--- src/rtl/fifo_wr_arbiter.sv ---
// Round-robin arbiter sharing one synchronous-FIFO write port between NUM_REQ producers.
// Throttles on full/almostfull, routes wr_ack back to the owning producer and counts overflows.
module fifo_wr_arbiter #(
  parameter int FIFO_WIDTH = 16,
  parameter int NUM_REQ    = 4,
  parameter int CNT_W      = 8
) (
  input  logic                          clk,
  input  logic                          rst_n,
  input  logic                          arb_en,
  input  logic [NUM_REQ-1:0]            req,
  input  logic [NUM_REQ*FIFO_WIDTH-1:0] req_data,
  output logic [NUM_REQ-1:0]            gnt,
  output logic                          fifo_wr_en,
  output logic [FIFO_WIDTH-1:0]         fifo_data_in,
  input  logic                          fifo_full,
  input  logic                          fifo_almostfull,
  input  logic                          fifo_wr_ack,
  input  logic                          fifo_overflow,
  output logic [NUM_REQ-1:0]            done_ack,
  output logic [CNT_W-1:0]              drop_cnt,
  output logic                          busy
);

  localparam int IDX_W = (NUM_REQ > 1) ? $clog2(NUM_REQ) : 1;
  typedef logic [IDX_W-1:0] idx_t;

  idx_t                  last_gnt_q, last_gnt_d;
  idx_t                  owner_q, owner_d;
  idx_t                  ack_owner_q, ack_owner_d;  // owner delayed to line up with wr_ack
  logic                  wr_en_q, wr_en_d;
  logic [FIFO_WIDTH-1:0] data_q, data_d;
  logic [CNT_W-1:0]      drop_cnt_q, drop_cnt_d;
  logic                  busy_q, busy_d;
  logic [1:0]            ack_arm_q, ack_arm_d;

  logic                  issue_ok;
  logic                  gnt_vld;
  logic [NUM_REQ-1:0]    hi_req;
  logic [NUM_REQ-1:0]    cand;
  idx_t                  gnt_idx;
  logic [FIFO_WIDTH-1:0] gnt_data;

  // Rotating priority: lowest requester above last_gnt wins, otherwise wrap to the lowest overall.
  // NOTE: every signal gets a default at the top of always_comb so no path can infer a latch.
  always_comb begin
    issue_ok = arb_en & ~fifo_full & ~(wr_en_q & fifo_almostfull);
    hi_req   = '0;
    for (int i = 0; i < NUM_REQ; i++) begin
      if (i > int'(last_gnt_q)) hi_req[i] = req[i];
    end
    cand    = (|hi_req) ? hi_req : req;
    gnt_idx = '0;
    for (int i = NUM_REQ - 1; i >= 0; i--) begin
      if (cand[i]) gnt_idx = idx_t'(i);
    end
    gnt_vld  = rst_n & issue_ok & (|req);
    gnt      = gnt_vld ? (NUM_REQ'(1) << gnt_idx) : '0;
    gnt_data = '0;
    for (int i = 0; i < NUM_REQ; i++) begin
      if (gnt_idx == idx_t'(i)) gnt_data = req_data[i*FIFO_WIDTH +: FIFO_WIDTH];
    end
  end

  always_comb begin
    last_gnt_d  = last_gnt_q;
    owner_d     = owner_q;
    ack_owner_d = owner_q;
    wr_en_d     = 1'b0;
    data_d      = data_q;
    ack_arm_d   = {ack_arm_q[0], 1'b1};
    // A write on the bus keeps busy set even if an older write completes this cycle.
    busy_d      = wr_en_q | (busy_q & ~(fifo_wr_ack | fifo_overflow));
    drop_cnt_d  = drop_cnt_q;
    if (fifo_overflow && (drop_cnt_q != '1)) drop_cnt_d = drop_cnt_q + CNT_W'(1);
    if (gnt_vld) begin
      wr_en_d    = 1'b1;
      data_d     = gnt_data;
      owner_d    = gnt_idx;
      last_gnt_d = gnt_idx;
      busy_d     = 1'b1;
    end
  end

  // NOTE: state registers use non-blocking assignments so every flop samples pre-edge values.
  always_ff @(posedge clk or negedge rst_n) begin
    if (!rst_n) begin
      last_gnt_q  <= idx_t'(NUM_REQ - 1);
      owner_q     <= '0;
      ack_owner_q <= '0;
      wr_en_q     <= 1'b0;
      data_q      <= '0;
      drop_cnt_q  <= '0;
      busy_q      <= 1'b0;
      ack_arm_q   <= 2'b00;
    end else begin
      last_gnt_q  <= last_gnt_d;
      owner_q     <= owner_d;
      ack_owner_q <= ack_owner_d;
      wr_en_q     <= wr_en_d;
      data_q      <= data_d;
      drop_cnt_q  <= drop_cnt_d;
      busy_q      <= busy_d;
      ack_arm_q   <= ack_arm_d;
    end
  end

  // Acks are ignored for two cycles after reset release; they belong to pre-reset writes.
  always_comb begin
    done_ack = '0;
    for (int k = 0; k < NUM_REQ; k++) begin
      done_ack[k] = fifo_wr_ack & ack_arm_q[1] & (ack_owner_q == idx_t'(k));
    end
  end

  assign fifo_wr_en   = wr_en_q;
  assign fifo_data_in = data_q;
  assign drop_cnt     = drop_cnt_q;
  assign busy         = busy_q;

endmodule

--- config.mk ---
export PLATFORM = sky130hd
export DESIGN_NAME = fifo_wr_arbiter
export DESIGN_NICKNAME = d
export VERILOG_FILES = /design/src/rtl/fifo_wr_arbiter.sv
export SDC_FILE = /design/constraint.sdc
export NUM_CORES = 1
export LEC_CHECK = 0
export CAP_MARGIN = 20
export CORE_ASPECT_RATIO = 1.2
export CORE_MARGIN = 3
export CORE_UTILIZATION = 43
export CTS_CLUSTER_SIZE = 8
export DETAILED_ROUTE_END_ITERATION = 8
export HOLD_SLACK_MARGIN = 0.05
export PLACE_DENSITY = 0.83
export SYNTH_ARGS = -nofsm -noshare
export SYNTH_HDL_FRONTEND = slang
export SYNTH_SLANG_ARGS = --single-unit
--- constraint.sdc ---
create_clock -name clk -period 4.8 [get_ports clk]
set_input_delay 0.96 -clock clk [delete_from_list [all_inputs] [get_ports clk]]
set_output_delay 0.96 -clock clk [all_outputs]
set_load 0.01 [all_outputs]
# Word level (Yosys, flattened, before mapping)

Index checks and enable logic that the tools add are counted.
W data, S select, Z words.

Register bits after elaboration: 34
Input port bits: 75
Output and inout bits: 34

Add/subtract/negate cells: 1
Order comparisons: 3
Equal/unequal tests: 7
Shift operators: 1
Muxes and demuxes: 15
Bitwise gates (word level): 16
Reductions and logical operators: 5

Operators with widths:

| kind                  | number |
|---|---|
| $mux W16              | 4 |
| $and A1 B1 Y1         | 11 |
| $add A8 B1 Y8 const B | 1 |
| $eq A2 B2 Y1 const B  | 4 |
| $mux W2               | 4 |
| $mux W4               | 2 |
| $ne A8 B8 Y1 const B  | 1 |
| $mux W1               | 5 |
| $eq A2 B1 Y1 const B  | 2 |
| $gt A2 B2 Y1 const A  | 2 |
| $logic_not A2 Y1      | 2 |
| $reduce_or A4 Y1      | 1 |
| $shl A1 B2 Y4 const A | 1 |
| $not A1 Y1            | 3 |
| $reduce_or A3 Y1      | 1 |
| $gt A1 B2 Y1 const A  | 1 |
| $or A1 B1 Y1          | 2 |
| $logic_and A1 B1 Y1   | 1 |

# Depth between registers and ports, before layout

Gate-level depths: netlist (run 1).

Depth in word-level cells: 13
Gate-level depth with buffers: 8
Mapped depth without buffers: 5

# Worst setup path after synthesis (run 1)

No wires, ideal clock.

Kind: input to output
From: input port rst_n
To: output port gnt[2]
Data arrival time: 1.989 ns
Setup slack: 1.851 ns
Cell stages on the path: 5
Cell sequence: nand2_1 -> a2111oi_4 -> nand2_1 -> buf_2 -> a21oi_1

Cells in the longest elaborated chain, start to end: 3

Ends and longest elaborated chain:

| element                     | RTL line | source |
|---|---|---|
| start: declaration          | 9        | `input logic rst_n,` |
| $and A1 B1 Y1 (2 in series) | 57       | `gnt_vld = rst_n & issue_ok & (\|req);` |
| $mux W4                     | 58       | `gnt = gnt_vld ? (NUM_REQ'(1) << gnt_idx) : '0;` |
| end: declaration            | 13       | `output logic [NUM_REQ-1:0] gnt,` |

Every way passes these cells.

# Worst setup path in the final report (run 1)

From: input port req[3]
To: output port gnt[1]

Cells in the longest elaborated chain, start to end: 9

Ends and longest elaborated chain:

| element               | RTL line | source |
|---|---|---|
| start: declaration    | 11       | `input logic [NUM_REQ-1:0] req,` |
| $mux W1               | 50       | `if (i > int'(last_gnt_q)) hi_req[i] = req[i];` |
| $reduce_or A3 Y1      | 52       | `cand = (\|hi_req) ? hi_req : req;` |
| $mux W4               | 52       |  |
| $mux W2 (4 in series) | 55       | `if (cand[i]) gnt_idx = idx_t'(i);` |
| $shl A1 B2 Y4         | 58       |  |
| $mux W4 (*)           | 58       |  |

Every way passes the cells marked *; elsewhere a longest branch is shown, timed or not.

==> metrics.md, run 1 <==
| Metric | Value |
|---|---|
| Unique cell type count in the Yosys netlist | 40 |
| Crit path DAT | around 3.3 ns |
| WL final | between 6 and 7 mm |
| Starting density of the core | 45.1% |
| Synth Register Bits | 34 |
| Number of enable flip-flop cells after synthesis | 0 |
| CP Capture Type | primary output |
| Row count | 27 |
| Cell leakage power | 1.35 nW |
| Most common cell on crit path | sky130_fd_sc_hd__clkdlybuf4s50_1 |
| Placeable core area | 4660 um2 |
| Post-Syn Nets | 285 |
| Crit-path leading delay family | buffers and inverters |
| Clock transition at path regs | 0.07 ns |
| Overall via count from detail_route | 2029 |
| Total of cells resized after clock tree synthesis | 0 |
| Post-DR vias/cell | 5.38 |
| Post-CTS setup buffer count | 0 |
| Maximum clock insertion buffer count | 2 |
| Share of the cycle needed by the critical path after routing | 89.1% |
| Global Route Usage Sum | 21.2% |
| Height of the chip | 82.6 um |
| Top flip-flop cell by instance count after synthesis | sky130_fd_sc_hd__dfrtp_1 |
| Dpl hpwl | 4.65 mm |
| Timing-limited maximum frequency | 234 MHz |
| Cell types occupying the most area after synthesis | sky130_fd_sc_hd__dfrtp_1 38%, sky130_fd_sc_hd__a211oi_2 10%, sky130_fd_sc_hd__mux2i_1 7.6% |
| Clock latency reported for the late side of the worst-skew pair | roughly 0.29 ns |
| Final setup violating endpoints | 0 |
| List of cells traversed by the critical path | clkdlybuf4s50_1 -> nor4_2 -> a2111oi_4 -> nor2b_2 -> and2_1 -> clkdlybuf4s50_1 |
| Largest net degree at the start of global routing | 35 |
| First-pass GRT wire length | 9.62 mm |
| Diode insertion count for antenna repair | 0 |
| Count of placed standard cells including taps | between 300 and 400 |
| Starting DRT DRC Count | 84 |
| Root buffer cell | sky130_fd_sc_hd__clkbuf_8 |
| Number of instances in the synthesized netlist | roughly 210 |
| Maximum capacitance violations | 0 |
| Remaining antenna violation count after routing | 0 |
| List of most frequent post-synthesis cells | 32 x sky130_fd_sc_hd__dfrtp_1, 24 x sky130_fd_sc_hd__nor2_1, 19 x sky130_fd_sc_hd__inv_1, 17 x sky130_fd_sc_hd__a211oi_2 |
| Part of the Yosys area used for sequential elements | between 40% and 50% |
| Ports | 109 |
| Status | completed |
| Layout Cell Area excl Fill | 3300 um2 |
| Most repeated cell in the gate-level netlist after synthesis | sky130_fd_sc_hd__dfrtp_1 |
| Fraction of final layout cells with drive strength greater than 1 | 13.8% |
| Class of the most critical setup path | in -> out |
| CTS buffer count | 5 |
| CTS tree | built |
| Tightest Hold Check Type | reg -> reg |
| Max FO, Critical Path | 8 |
| Initial antenna violation count | 0 |
| Power per standard cell area | 378 nW/um2 |
| Max incr delay on CP | 0.61 ns |
| Drt pass-1 iters | 4 |
| GPL Wtd Cong | 0.797 |
| Nets@finish | roughly 390 |
| Bufs and invs on worst path | 2 |
| Average instance area after synthesis | 10.1 um2 |
| Clk_skew | 0.00525 ns |
| Number of global-route vias before repair | 1932 |
| Setup repair after global routing missed its margin | false |
| Library cell occupying the most area in the post-synthesis netlist | sky130_fd_sc_hd__dfrtp_1 |
| Number of H-tree levels | 2 |
| Horizontal extent of the die | approximately 70 um |
| Post-route DRC violation count | 0 |
| Total Die Area | 5770 um2 |
| Critical path startpoint category | input pin |
| PortBufs | roughly 110 |
| Post-route insts no fill | 377 |
| Fin crit period | 4.28 ns |
| Leftover overflow at the end of global routing | 0 |
| Fraction of post-synthesis cell area in the top cell type by area | 38.0% |
| Data required time at the worst endpoint | 3.84 ns |
| Routed wire per std cell | 16.4 um |
| Setup_tns | 0 ns |
| Area overhead of the layout relative to synthesis | 56.7% |
| Count of pins over their slew limit | 0 |
| Number of sinks on the clock net | 34 |
| Crit-path slowest cell | sky130_fd_sc_hd__clkdlybuf4s50_1 |
| Post-DP Area | 3200 um2 |
| Hold violation count in the final report | 0 |
| Asr flop ratio synth | 100% |
| Worst vdd ir | between 0.0002 and 0.00025 V |
| Netlist Area Pre-Place | 2100 um2 |
| Yosys warning count | 0 |
| Hold Buf Count CTS | 0 |
area by class of cell:
class	count	area, um2
timing repair buffer	116	1140
inverter	19	71.3
tap	58	72.6
clock buffer	6	82.6
clock inverter	2	12.5
fill	378	1360
sequential	34	853
multi-input combinational	142	1070
per-layer routing:
metal / track usage (%) / part of all wire (%) / routed length (um)
met5: 0 / 0 / 0
met4: 8.62 / 2.2 / 139
met3: 4.00 / 7.2 / 447
met2: 35.3 / 49 / 3020
met1: 27.4 / 42 / 2580
worst register-to-register path, stage by stage (launching register included):
cell,delay (ns)
sky130_fd_sc_hd__dfstp_2,0.55
sky130_fd_sc_hd__inv_1,0.10
sky130_fd_sc_hd__a21o_1,0.18
sky130_fd_sc_hd__buf_4,0.20
sky130_fd_sc_hd__nand3_2,0.10
sky130_fd_sc_hd__buf_4,0.28
sky130_fd_sc_hd__mux2i_1,0.36
sky130_fd_sc_hd__a211oi_2,0.12
placed cells by master, fill, tap and decap left out, types with 3 or more instances in the layout:
master,count
sky130_fd_sc_hd__nand3_1,5
sky130_fd_sc_hd__dfrtp_1,32
sky130_fd_sc_hd__inv_1,19
sky130_fd_sc_hd__buf_4,8
sky130_fd_sc_hd__nand4_1,3
sky130_fd_sc_hd__clkbuf_8,6
sky130_fd_sc_hd__mux2i_1,16
sky130_fd_sc_hd__a21oi_1,3
sky130_fd_sc_hd__a211oi_2,17
sky130_fd_sc_hd__xnor2_1,5
sky130_fd_sc_hd__clkdlybuf4s50_1,107
sky130_fd_sc_hd__a31oi_1,16
sky130_fd_sc_hd__nor2_1,24
sky130_fd_sc_hd__a211oi_1,15
sky130_fd_sc_hd__nand2_1,6
stage by stage:
| stage | hold WS [ns] | setup slack [ns] | total power [mW] | utilization, % |
|---|---|---|---|---|
| 3_5_place_dp | 0.335 | 0.523 | 1.03 | 68.7 |
| 2_1_floorplan | 0.331 | 1.85 | 0.752 | - |
| 4_1_cts | 0.351 | 0.520 | 1.26 | 70.7 |
| 5_1_grt | 0.365 | 0.363 | 1.32 | 70.7 |
| 6_report | 0.350 | 0.524 | 1.25 | 70.7 |
| 3_3_place_gp | 0.331 | 0.539 | 1.02 | 68.7 |
sequential cells by signal, summed over array words and instances, names as in the netlist:
signal / flops
ack_arm_q: 2
busy: 1
drop_cnt: 8
last_gnt_q: 2
ack_owner_q: 2
ack_owner_d: 2
fifo_data_in: 16
fifo_wr_en: 1
final timing paths:
kind / startpoint / cells after the start / slack, ns / endpoint
max: req[3] / 6 / 0.52 / gnt[1]
min: ack_arm_q[0] / 0 / 0.35 / ack_arm_q[1]
max reg2reg: last_gnt_q[1] / 7 / 2.79 / fifo_data_in[0]
min reg2reg: ack_arm_q[0] / 0 / 0.35 / ack_arm_q[1]
max in group asynchronous: rst_n / 2 / 3.73 / last_gnt_q[0]
min in group asynchronous: rst_n / 2 / 0.73 / drop_cnt[5]
power by group:
part	internal [mW]	total, mW	switching, mW
sequential	0.383	0.466	0.0828
clock	0.115	0.223	0.107
combinational	0.312	0.560	0.248
cell families (layout without fill, tap and decap cells):
kind of cell | count (synthesis) | in the layout | synth area share [%]
other | 1 | 1 | 0.178
DFF | 34 | 34 | 40.5
AOI/OAI and AO/OA | 61 | 61 | 25.7
adders and majority gates | 1 | 1 | 0.594
muxes | 17 | 17 | 8.14
buffers and inverters | 33 | 143 | 8.74
xor gates and xnor gates | 7 | 7 | 2.91
and+or+nand+nor | 55 | 55 | 13.2
No activity file was read; power rests on OpenSTA's default activity.
==> inputs of run 2 (changes only) <==
--- a/config.mk
+++ b/config.mk
@@ -11,7 +11,7 @@
 export CORE_UTILIZATION = 43
 export CTS_CLUSTER_SIZE = 8
 export DETAILED_ROUTE_END_ITERATION = 8
-export HOLD_SLACK_MARGIN = 0.05
+export HOLD_SLACK_MARGIN = 0.03
 export PLACE_DENSITY = 0.83
 export SYNTH_ARGS = -nofsm -noshare
 export SYNTH_HDL_FRONTEND = slang
==> results of run 2 <==
Same layout as run 1: the final DEF is identical, and so are final timing and power.
